$ cat src/rtl/adder_pkg.sv
// Shared constants and elaboration-time helpers for the pipelined prefix adder.
package adder_pkg;

`ifndef LEN_DATA
`define LEN_DATA 32
`endif

  localparam int LEN_DATA = `LEN_DATA;

  // Number of prefix levels for a given operand width.
  function automatic int clog2(input int value);
    int r;
    r = 0;
    while ((1 << r) < value) r = r + 1;
    return r;
  endfunction

  // True when a pipeline register follows prefix level k.
  function automatic bit is_reg_level(input int k, input int reg_every);
    return (k > 0) && ((k % reg_every) == 0);
  endfunction

  // Cycles from the accepting edge to out_valid.
  function automatic int calc_lat(input int width, input int reg_every);
    return 1 + (clog2(width) + reg_every - 1) / reg_every;
  endfunction

endpackage

$ cat src/rtl/prefix_adder_pipe_if.sv
// Operand/result bus of the pipelined prefix adder.
interface prefix_adder_pipe_if #(
  parameter int WIDTH = `LEN_DATA
);
  // Handshake: a beat transfers on a rising edge where valid & ready are both 1;
  // the source holds valid and its payload stable until that edge.
  logic             in_valid;
  logic             in_ready;
  logic [WIDTH-1:0] in_a;
  logic [WIDTH-1:0] in_b;
  logic             in_sub;
  logic             out_valid;
  logic             out_ready;
  logic [WIDTH-1:0] out_sum;
  logic             out_cout;
  logic             out_ovf;
  logic             out_zero;

  modport master (
    output in_valid, in_a, in_b, in_sub, out_ready,
    input  in_ready, out_valid, out_sum, out_cout, out_ovf, out_zero
  );

  modport slave (
    input  in_valid, in_a, in_b, in_sub, out_ready,
    output in_ready, out_valid, out_sum, out_cout, out_ovf, out_zero
  );
endinterface

$ cat src/rtl/gp_cell.sv
// Generate/propagate combining cell: merges a high group with the adjacent low group.
module gp_cell (
  input  logic g_hi,
  input  logic p_hi,
  input  logic g_lo,
  input  logic p_lo,
  output logic g,
  output logic p
);
  assign g = g_hi | (p_hi & g_lo);
  assign p = p_hi & p_lo;
endmodule

$ cat src/rtl/prefix_level.sv
// One combinational Sklansky level: bits with bit (LEVEL-1) of their index set
// combine with the top bit of the group just below; the rest pass through.
module prefix_level #(
  parameter int WIDTH = 32,
  parameter int LEVEL = 1
) (
  input  logic [WIDTH-1:0] g_in,
  input  logic [WIDTH-1:0] p_in,
  output logic [WIDTH-1:0] g_out,
  output logic [WIDTH-1:0] p_out
);
  for (genvar i = 0; i < WIDTH; i++) begin : g_bit
    if (((i >> (LEVEL - 1)) % 2) == 1) begin : g_comb
      localparam int J = ((i >> (LEVEL - 1)) << (LEVEL - 1)) - 1;
      gp_cell u_cell (
        .g_hi (g_in[i]),
        .p_hi (p_in[i]),
        .g_lo (g_in[J]),
        .p_lo (p_in[J]),
        .g    (g_out[i]),
        .p    (p_out[i])
      );
    end else begin : g_pass
      assign g_out[i] = g_in[i];
      assign p_out[i] = p_in[i];
    end
  end
endmodule

$ cat src/rtl/prefix_adder_pipe.sv
// Pipelined Sklansky adder/subtractor with a global-advance valid/ready pipeline.
// Flags (cout/ovf/zero) are built only when ADDER_FLAGS_EN is defined.
module prefix_adder_pipe
  import adder_pkg::*;
#(
  parameter int WIDTH     = `LEN_DATA,
  parameter int REG_EVERY = 2
) (
  input  logic               clk,
  input  logic               rst,
  prefix_adder_pipe_if.slave bus
);
  localparam int L = clog2(WIDTH);

  logic             adv;
  logic             take;
  logic [WIDTH-1:0] b_x;

  // Every stage moves together; a full output that is not taken freezes all.
  assign adv          = bus.out_ready | ~bus.out_valid;
  assign bus.in_ready = adv;
  assign take         = bus.in_valid & adv;
  assign b_x          = bus.in_b ^ {WIDTH{bus.in_sub}};

  logic             s0_v;
  logic [WIDTH-1:0] s0_g;
  logic [WIDTH-1:0] s0_p;
  logic             s0_cin;
`ifdef ADDER_FLAGS_EN
  logic             s0_am;
  logic             s0_bm;
`endif

  always_ff @(posedge clk or posedge rst) begin
    if (rst) begin
      s0_v   <= 1'b0;
      s0_g   <= '0;
      s0_p   <= '0;
      s0_cin <= 1'b0;
`ifdef ADDER_FLAGS_EN
      s0_am  <= 1'b0;
      s0_bm  <= 1'b0;
`endif
    end else begin
      if (adv) s0_v <= bus.in_valid;
      if (take) begin
        s0_g   <= bus.in_a & b_x;
        s0_p   <= bus.in_a ^ b_x;
        s0_cin <= bus.in_sub;
`ifdef ADDER_FLAGS_EN
        s0_am  <= bus.in_a[WIDTH-1];
        s0_bm  <= b_x[WIDTH-1];
`endif
      end
    end
  end

  for (genvar k = 1; k <= L; k++) begin : g_lvl
    logic [WIDTH-1:0] g_i;
    logic [WIDTH-1:0] p_i;
    logic [WIDTH-1:0] hs_i;
    logic             cin_i;
    logic             v_i;
    logic [WIDTH-1:0] g_o;
    logic [WIDTH-1:0] p_o;
`ifdef ADDER_FLAGS_EN
    logic             am_i;
    logic             bm_i;
`endif

    if (k == 1) begin : g_src
      // Carry-in enters as the generate of bit 0, so G[i] already includes it.
      assign g_i   = {s0_g[WIDTH-1:1], s0_g[0] | (s0_p[0] & s0_cin)};
      assign p_i   = s0_p;
      assign hs_i  = s0_p;
      assign cin_i = s0_cin;
      assign v_i   = s0_v;
`ifdef ADDER_FLAGS_EN
      assign am_i  = s0_am;
      assign bm_i  = s0_bm;
`endif
    end else if (is_reg_level(k - 1, REG_EVERY)) begin : g_reg
      always_ff @(posedge clk or posedge rst) begin
        if (rst) begin
          v_i   <= 1'b0;
          g_i   <= '0;
          p_i   <= '0;
          hs_i  <= '0;
          cin_i <= 1'b0;
`ifdef ADDER_FLAGS_EN
          am_i  <= 1'b0;
          bm_i  <= 1'b0;
`endif
        end else begin
          if (adv) v_i <= g_lvl[k-1].v_i;
          if (adv && g_lvl[k-1].v_i) begin
            g_i   <= g_lvl[k-1].g_o;
            p_i   <= g_lvl[k-1].p_o;
            hs_i  <= g_lvl[k-1].hs_i;
            cin_i <= g_lvl[k-1].cin_i;
`ifdef ADDER_FLAGS_EN
            am_i  <= g_lvl[k-1].am_i;
            bm_i  <= g_lvl[k-1].bm_i;
`endif
          end
        end
      end
    end else begin : g_wire
      assign g_i   = g_lvl[k-1].g_o;
      assign p_i   = g_lvl[k-1].p_o;
      assign hs_i  = g_lvl[k-1].hs_i;
      assign cin_i = g_lvl[k-1].cin_i;
      assign v_i   = g_lvl[k-1].v_i;
`ifdef ADDER_FLAGS_EN
      assign am_i  = g_lvl[k-1].am_i;
      assign bm_i  = g_lvl[k-1].bm_i;
`endif
    end

    prefix_level #(
      .WIDTH (WIDTH),
      .LEVEL (k)
    ) u_level (
      .g_in  (g_i),
      .p_in  (p_i),
      .g_out (g_o),
      .p_out (p_o)
    );
  end

  logic [WIDTH-1:0] grp_g;
  logic [WIDTH-1:0] sum_c;
  logic             unused_bits;

  assign grp_g = g_lvl[L].g_o;
  assign sum_c = g_lvl[L].hs_i ^ {grp_g[WIDTH-2:0], g_lvl[L].cin_i};

  always_ff @(posedge clk or posedge rst) begin
    if (rst) begin
      bus.out_valid <= 1'b0;
      bus.out_sum   <= '0;
    end else begin
      if (adv) bus.out_valid <= g_lvl[L].v_i;
      if (adv && g_lvl[L].v_i) bus.out_sum <= sum_c;
    end
  end

`ifdef ADDER_FLAGS_EN
  logic ovf_c;
  assign ovf_c = (g_lvl[L].am_i ~^ g_lvl[L].bm_i) & (g_lvl[L].am_i ^ sum_c[WIDTH-1]);

  always_ff @(posedge clk or posedge rst) begin
    if (rst) begin
      bus.out_cout <= 1'b0;
      bus.out_ovf  <= 1'b0;
      bus.out_zero <= 1'b0;
    end else if (adv && g_lvl[L].v_i) begin
      bus.out_cout <= grp_g[WIDTH-1];
      bus.out_ovf  <= ovf_c;
      bus.out_zero <= ~|sum_c;
    end
  end

  // The last level's group propagate has no consumer.
  assign unused_bits = ^g_lvl[L].p_o;
`else
  assign bus.out_cout = 1'b0;
  assign bus.out_ovf  = 1'b0;
  assign bus.out_zero = 1'b0;
  assign unused_bits  = ^{g_lvl[L].p_o, grp_g[WIDTH-1]};
`endif

endmodule

$ cat src/flat_wrapper.sv
// flat-port wrapper written by rule: the top's interface ports become plain ports
module prefix_adder_pipe_flat import adder_pkg::*;
#(
  parameter int WIDTH     = `LEN_DATA,
  parameter int REG_EVERY = 2
)
  (clk, rst, bus_in_valid, bus_in_a, bus_in_b, bus_in_sub, bus_out_ready, bus_in_ready, bus_out_valid, bus_out_sum, bus_out_cout, bus_out_ovf, bus_out_zero);
  prefix_adder_pipe_if #(.WIDTH(WIDTH)) bus_i ();
  input  logic clk;
  input  logic rst;
  input wire logic [$bits(bus_i.in_valid)-1:0] bus_in_valid;
  input wire logic [$bits(bus_i.in_a)-1:0] bus_in_a;
  input wire logic [$bits(bus_i.in_b)-1:0] bus_in_b;
  input wire logic [$bits(bus_i.in_sub)-1:0] bus_in_sub;
  input wire logic [$bits(bus_i.out_ready)-1:0] bus_out_ready;
  output wire logic [$bits(bus_i.in_ready)-1:0] bus_in_ready;
  output wire logic [$bits(bus_i.out_valid)-1:0] bus_out_valid;
  output wire logic [$bits(bus_i.out_sum)-1:0] bus_out_sum;
  output wire logic [$bits(bus_i.out_cout)-1:0] bus_out_cout;
  output wire logic [$bits(bus_i.out_ovf)-1:0] bus_out_ovf;
  output wire logic [$bits(bus_i.out_zero)-1:0] bus_out_zero;
  assign bus_i.in_valid = bus_in_valid;
  assign bus_i.in_a = bus_in_a;
  assign bus_i.in_b = bus_in_b;
  assign bus_i.in_sub = bus_in_sub;
  assign bus_i.out_ready = bus_out_ready;
  assign bus_in_ready = bus_i.in_ready;
  assign bus_out_valid = bus_i.out_valid;
  assign bus_out_sum = bus_i.out_sum;
  assign bus_out_cout = bus_i.out_cout;
  assign bus_out_ovf = bus_i.out_ovf;
  assign bus_out_zero = bus_i.out_zero;
  prefix_adder_pipe #(.WIDTH(WIDTH), .REG_EVERY(REG_EVERY)) u_core (.clk(clk), .rst(rst), .bus(bus_i));
endmodule
$ cat config.mk
export PLATFORM = sky130hd
export DESIGN_NAME = prefix_adder_pipe_flat
export DESIGN_NICKNAME = d
export VERILOG_FILES = /design/src/rtl/adder_pkg.sv /design/src/rtl/prefix_adder_pipe_if.sv /design/src/rtl/gp_cell.sv /design/src/rtl/prefix_level.sv /design/src/rtl/prefix_adder_pipe.sv /design/src/flat_wrapper.sv
export SDC_FILE = /design/constraint.sdc
export NUM_CORES = 1
export LEC_CHECK = 0
export ABC_AREA = 1
export CAP_MARGIN = 20
export CORE_MARGIN = 4
export CORE_UTILIZATION = 50
export DETAILED_ROUTE_END_ITERATION = 7
export PLACE_DENSITY = 0.81
export RECOVER_POWER = 50
export SYNTH_ARGS = -nofsm -noshare
export SYNTH_HDL_FRONTEND = slang
export SYNTH_SLANG_ARGS = --single-unit
$ cat constraint.sdc
create_clock -name clk -period 10.8 [get_ports clk]
set_input_delay 1.62 -clock clk [delete_from_list [all_inputs] [get_ports clk]]
set_output_delay 1.62 -clock clk [all_outputs]
set_load 0.05 [all_outputs]
==> results.json <==
{
  "status": "complete, but fails checks",
  "failed_checks": "max-capacitance violations, max-slew violations",
  "worst-path-buf-inv": 4,
  "grt_max_degree": 108,
  "cts_buffer_depth": 3,
  "ios": 106,
  "synthFlopType": "dfrtp_1",
  "netlist-cell-type-count": 28,
  "arrival_ns": 7.30,
  "vias": 8353,
  "port-buffer-count": 102,
  "fp.dieW_um": 158,
  "leakage_nw": 6.39,
  "synth-edff-count": 0,
  "worst_path_largest_cell_delay_ns": 2.73,
  "critical_path_peak_fanout": 105,
  "dr.pass1.iters": 7,
  "worst_pin_slew_ns": 4.60,
  "tns_ns": 0,
  "nFillCells": 1776,
  "die_h_um": 158,
  "grt_first_pass_wirelength_um": 40100,
  "drt_iter0_drc": 700,
  "grt.overflow.total": 0,
  "final_area_mm2": 0.0131,
  "clock_skew_ns": 0.00732,
  "ant_nets": 0,
  "antenna_found_initial": 0,
  "synth_cells": 1235,
  "maxSlewHeadroom": -2.08,
  "start_kind": "input pin",
  "cts_repair_resize_count": 0,
  "postCtsHoldBufs": 0,
  "period_minus_slack_ns": 6.94,
  "syn_to_final_growth_pct": 16.1,
  "ys_seq_area_frac": 0.582,
  "irDropWorstVdd_v": 0.000123,
  "design.die.area_mm2": 0.0250,
  "cp-end-kind": "flip-flop",
  "maxCapViolCount": 5,
  "synth_area_per_cell_um2": 9.12,
  "diodes": 0,
  "grt_setup_unrepaired": "false",
  "max_freq_ghz": 0.144,
  "clkTransAtPathRegs_ns": 0.06,
  "cts.sinks": 262,
  "cpMaxStageDelayCell": "clkbuf_1",
  "required_ns": 11.16,
  "root_buffer": "clkbuf_16",
  "crit_chain": "dlygate4sd3_1, inv_1, nand2_1, nand2_2, clkbuf_1, inv_2, nand2_1, o21ai_0",
  "ys_warn_count": 0,
  "ys_ff_latch": 262,
  "path_class": "input pin to flip-flop",
  "clock_latency_ns": 0.51,
  "grt_pass1_vias": 8036,
  "hold_viol": 0,
  "setup_viol": 0,
  "cts_max_level": 1,
  "grt_use_total": 0.195,
  "post_cts_buffers": 0,
  "postPlaceCellArea_mm2": 0.0123,
  "cp_top_family": "buffers and inverters",
  "hp-class": "flip-flop to flip-flop",
  "slew_viol_final": 462,
  "route.detailed.wl_per_inst_um": 14.7,
  "cpMostUsedCell": "nand2_1",
  "hpwl_um": 15700,
  "rows": 54,
  "post-route-period-util": 0.642,
  "cts_buffers": 25,
  "nNetsFinal": 1414,
  "drc": 0,
  "vias_per_cell": 5.19,
  "cts_tree": "built",
  "layout-drive-gt1-share": 0.0324,
  "p_total_w": 0.00357,
  "place_congestion": 0.819,
  "synthArstFlopShare": 1.00,
  "core_mm2": 0.0220,
  "synth.cell_area_mm2": 0.0113,
  "wl_um": 23700,
  "floorplan.initialDensity": 0.513,
  "power.density_mw_per_mm2": 273
}
through the flow:
| stage | hold slack [ns] | setup slack, ns | utilization | std cells |
|---|---|---|---|---|
| floorplan | 0.442 | 1.97 | - | 1237 |
| global placement | 0.450 | 5.98 | 0.562 | 1565 |
| detailed placement | 0.452 | 5.99 | 0.562 | 1565 |
| CTS | 0.467 | 5.98 | 0.596 | 1608 |
| global route | 0.489 | 3.23 | 0.596 | 1609 |
| finish | 0.468 | 3.86 | 0.596 | 1609 |
final timing paths:
| kind | start | depth (start not counted) | slack (ns) | endpoint |
|---|---|---|---|---|
| worst max-delay path | bus_out_ready | 8 | 3.86 | u_core.g_lvl[5].p_i[20]$_DFFE_PP0P_ |
| worst min-delay path | u_core.g_lvl[1].hs_i[31]$_DFFE_PP0P_ | 2 | 0.47 | u_core.g_lvl[3].hs_i[31]$_DFFE_PP0P_ |
| worst max register to register | u_core.bus.out_valid$_DFFE_PP0N_ | 6 | 5.21 | u_core.g_lvl[5].p_i[20]$_DFFE_PP0P_ |
| worst min register to register | u_core.g_lvl[1].hs_i[31]$_DFFE_PP0P_ | 2 | 0.47 | u_core.g_lvl[3].hs_i[31]$_DFFE_PP0P_ |
| max in group asynchronous | rst | 5 | 4.86 | u_core.g_lvl[1].hs_i[24]$_DFFE_PP0P_ |
| min in group asynchronous | rst | 2 | 2.99 | u_core.bus.out_sum[8]$_DFFE_PP0P_ |
where the power goes:
| part | total [W] | leakage (nW) | switching [W] | internal, W |
|---|---|---|---|---|
| Combinational | 0.00119 | 2.64 | 0.000782 | 0.000405 |
| Sequential | 0.00158 | 3.37 | 0.000242 | 0.00134 |
| Clock | 0.000803 | 0.371 | 0.000342 | 0.000461 |
| Total | 0.00357 | 6.39 | 0.00137 | 0.00221 |
logic make-up after synthesis:
group / Yosys count / synth area share
xor+xnor: 50 / 0.0389
fa+ha+maj: 32 / 0.0355
other cells: 1 / 0.000333
flops: 262 / 0.582
buf+inv: 143 / 0.0584
simple gates: 515 / 0.180
compound gates: 232 / 0.105
tightest hold or removal path, cell delays in order, from the launching register on:
cell and delay (ns):
dfrtp_1 0.34, nand2_1 0.05, nand2_1 0.05
cell usage after synthesis, types with 5 or more instances:
master	n	area share
nand2_1	457	0.15
dfrtp_1	262	0.58
o21ai_0	158	0.070
inv_1	80	0.027
a21oi_1	42	0.019
buf_2	36	0.016
xor2_1	33	0.026
ha_1	32	0.036
o21ai_1	22	0.0098
nand3_1	17	0.0076
nor2_1	17	0.0057
xnor2_1	17	0.013
nand2b_1	13	0.0072
buf_4	11	0.0073
o22ai_1	7	0.0039
clkbuf_1	5	0.0017
nand4_1	5	0.0028
layer usage:
| metal | track usage | vias up | routed length (um) |
|---|---|---|---|
| met2 | 0.275 | 281 | 9960 |
| met5 | 0 | - | 0 |
| met1 | 0.317 | 3974 | 11800 |
| li1 | - | 4072 | - |
| met3 | 0.0320 | 26 | 1650 |
| met4 | 0.0398 | 0 | 352 |
layout make-up:
| type | instances | area (um^2) | share of cell area |
|---|---|---|---|
| sequential | 262 | 6560 | 0.501 |
| multi-input combinational | 832 | 4030 | 0.308 |
| timing repair buffer | 107 | 1070 | 0.0815 |
| clock buffer | 39 | 728 | 0.0557 |
| tap | 280 | 350 | 0.0268 |
| inverter | 85 | 322 | 0.0246 |
| clock inverter | 4 | 23.8 | 0.00182 |
layout by cell type (no fill, tap or decap), types with 2 or more instances in the layout:
cell type	synthesis	final
clkbuf_16	0	25
nand3_1	17	17
o22ai_1	7	7
dfrtp_1	262	262
nand4_1	5	5
ha_1	32	32
a21oi_1	42	42
inv_1	80	82
o21ai_1	22	16
conb_1	1	3
clkinv_2	0	3
nand2b_1	13	13
dlygate4sd3_1	0	2
o31ai_1	2	2
nor2_1	17	18
clkdlybuf4s50_1	0	99
clkbuf_8	0	5
buf_4	11	2
clkinvlp_2	0	2
clkbuf_1	5	11
nand2_1	457	460
o21ai_0	158	164
xnor2_1	17	17
xor2_1	33	33
flip-flops by register name, summed over array words and instances, names as in the netlist:
| register | cells |
|---|---|
| u_core.s0_g | 31 |
| u_core.g_lvl.p_i | 34 |
| u_core.bus.out_valid | 1 |
| u_core.bus.out_sum | 32 |
| u_core.g_lvl.g_i | 62 |
| u_core.g_lvl.hs_i | 96 |
| u_core.g_lvl.cin_i | 3 |
| u_core.g_lvl.v_i | 3 |
Note: power is estimated with default switching activity, not from simulation.
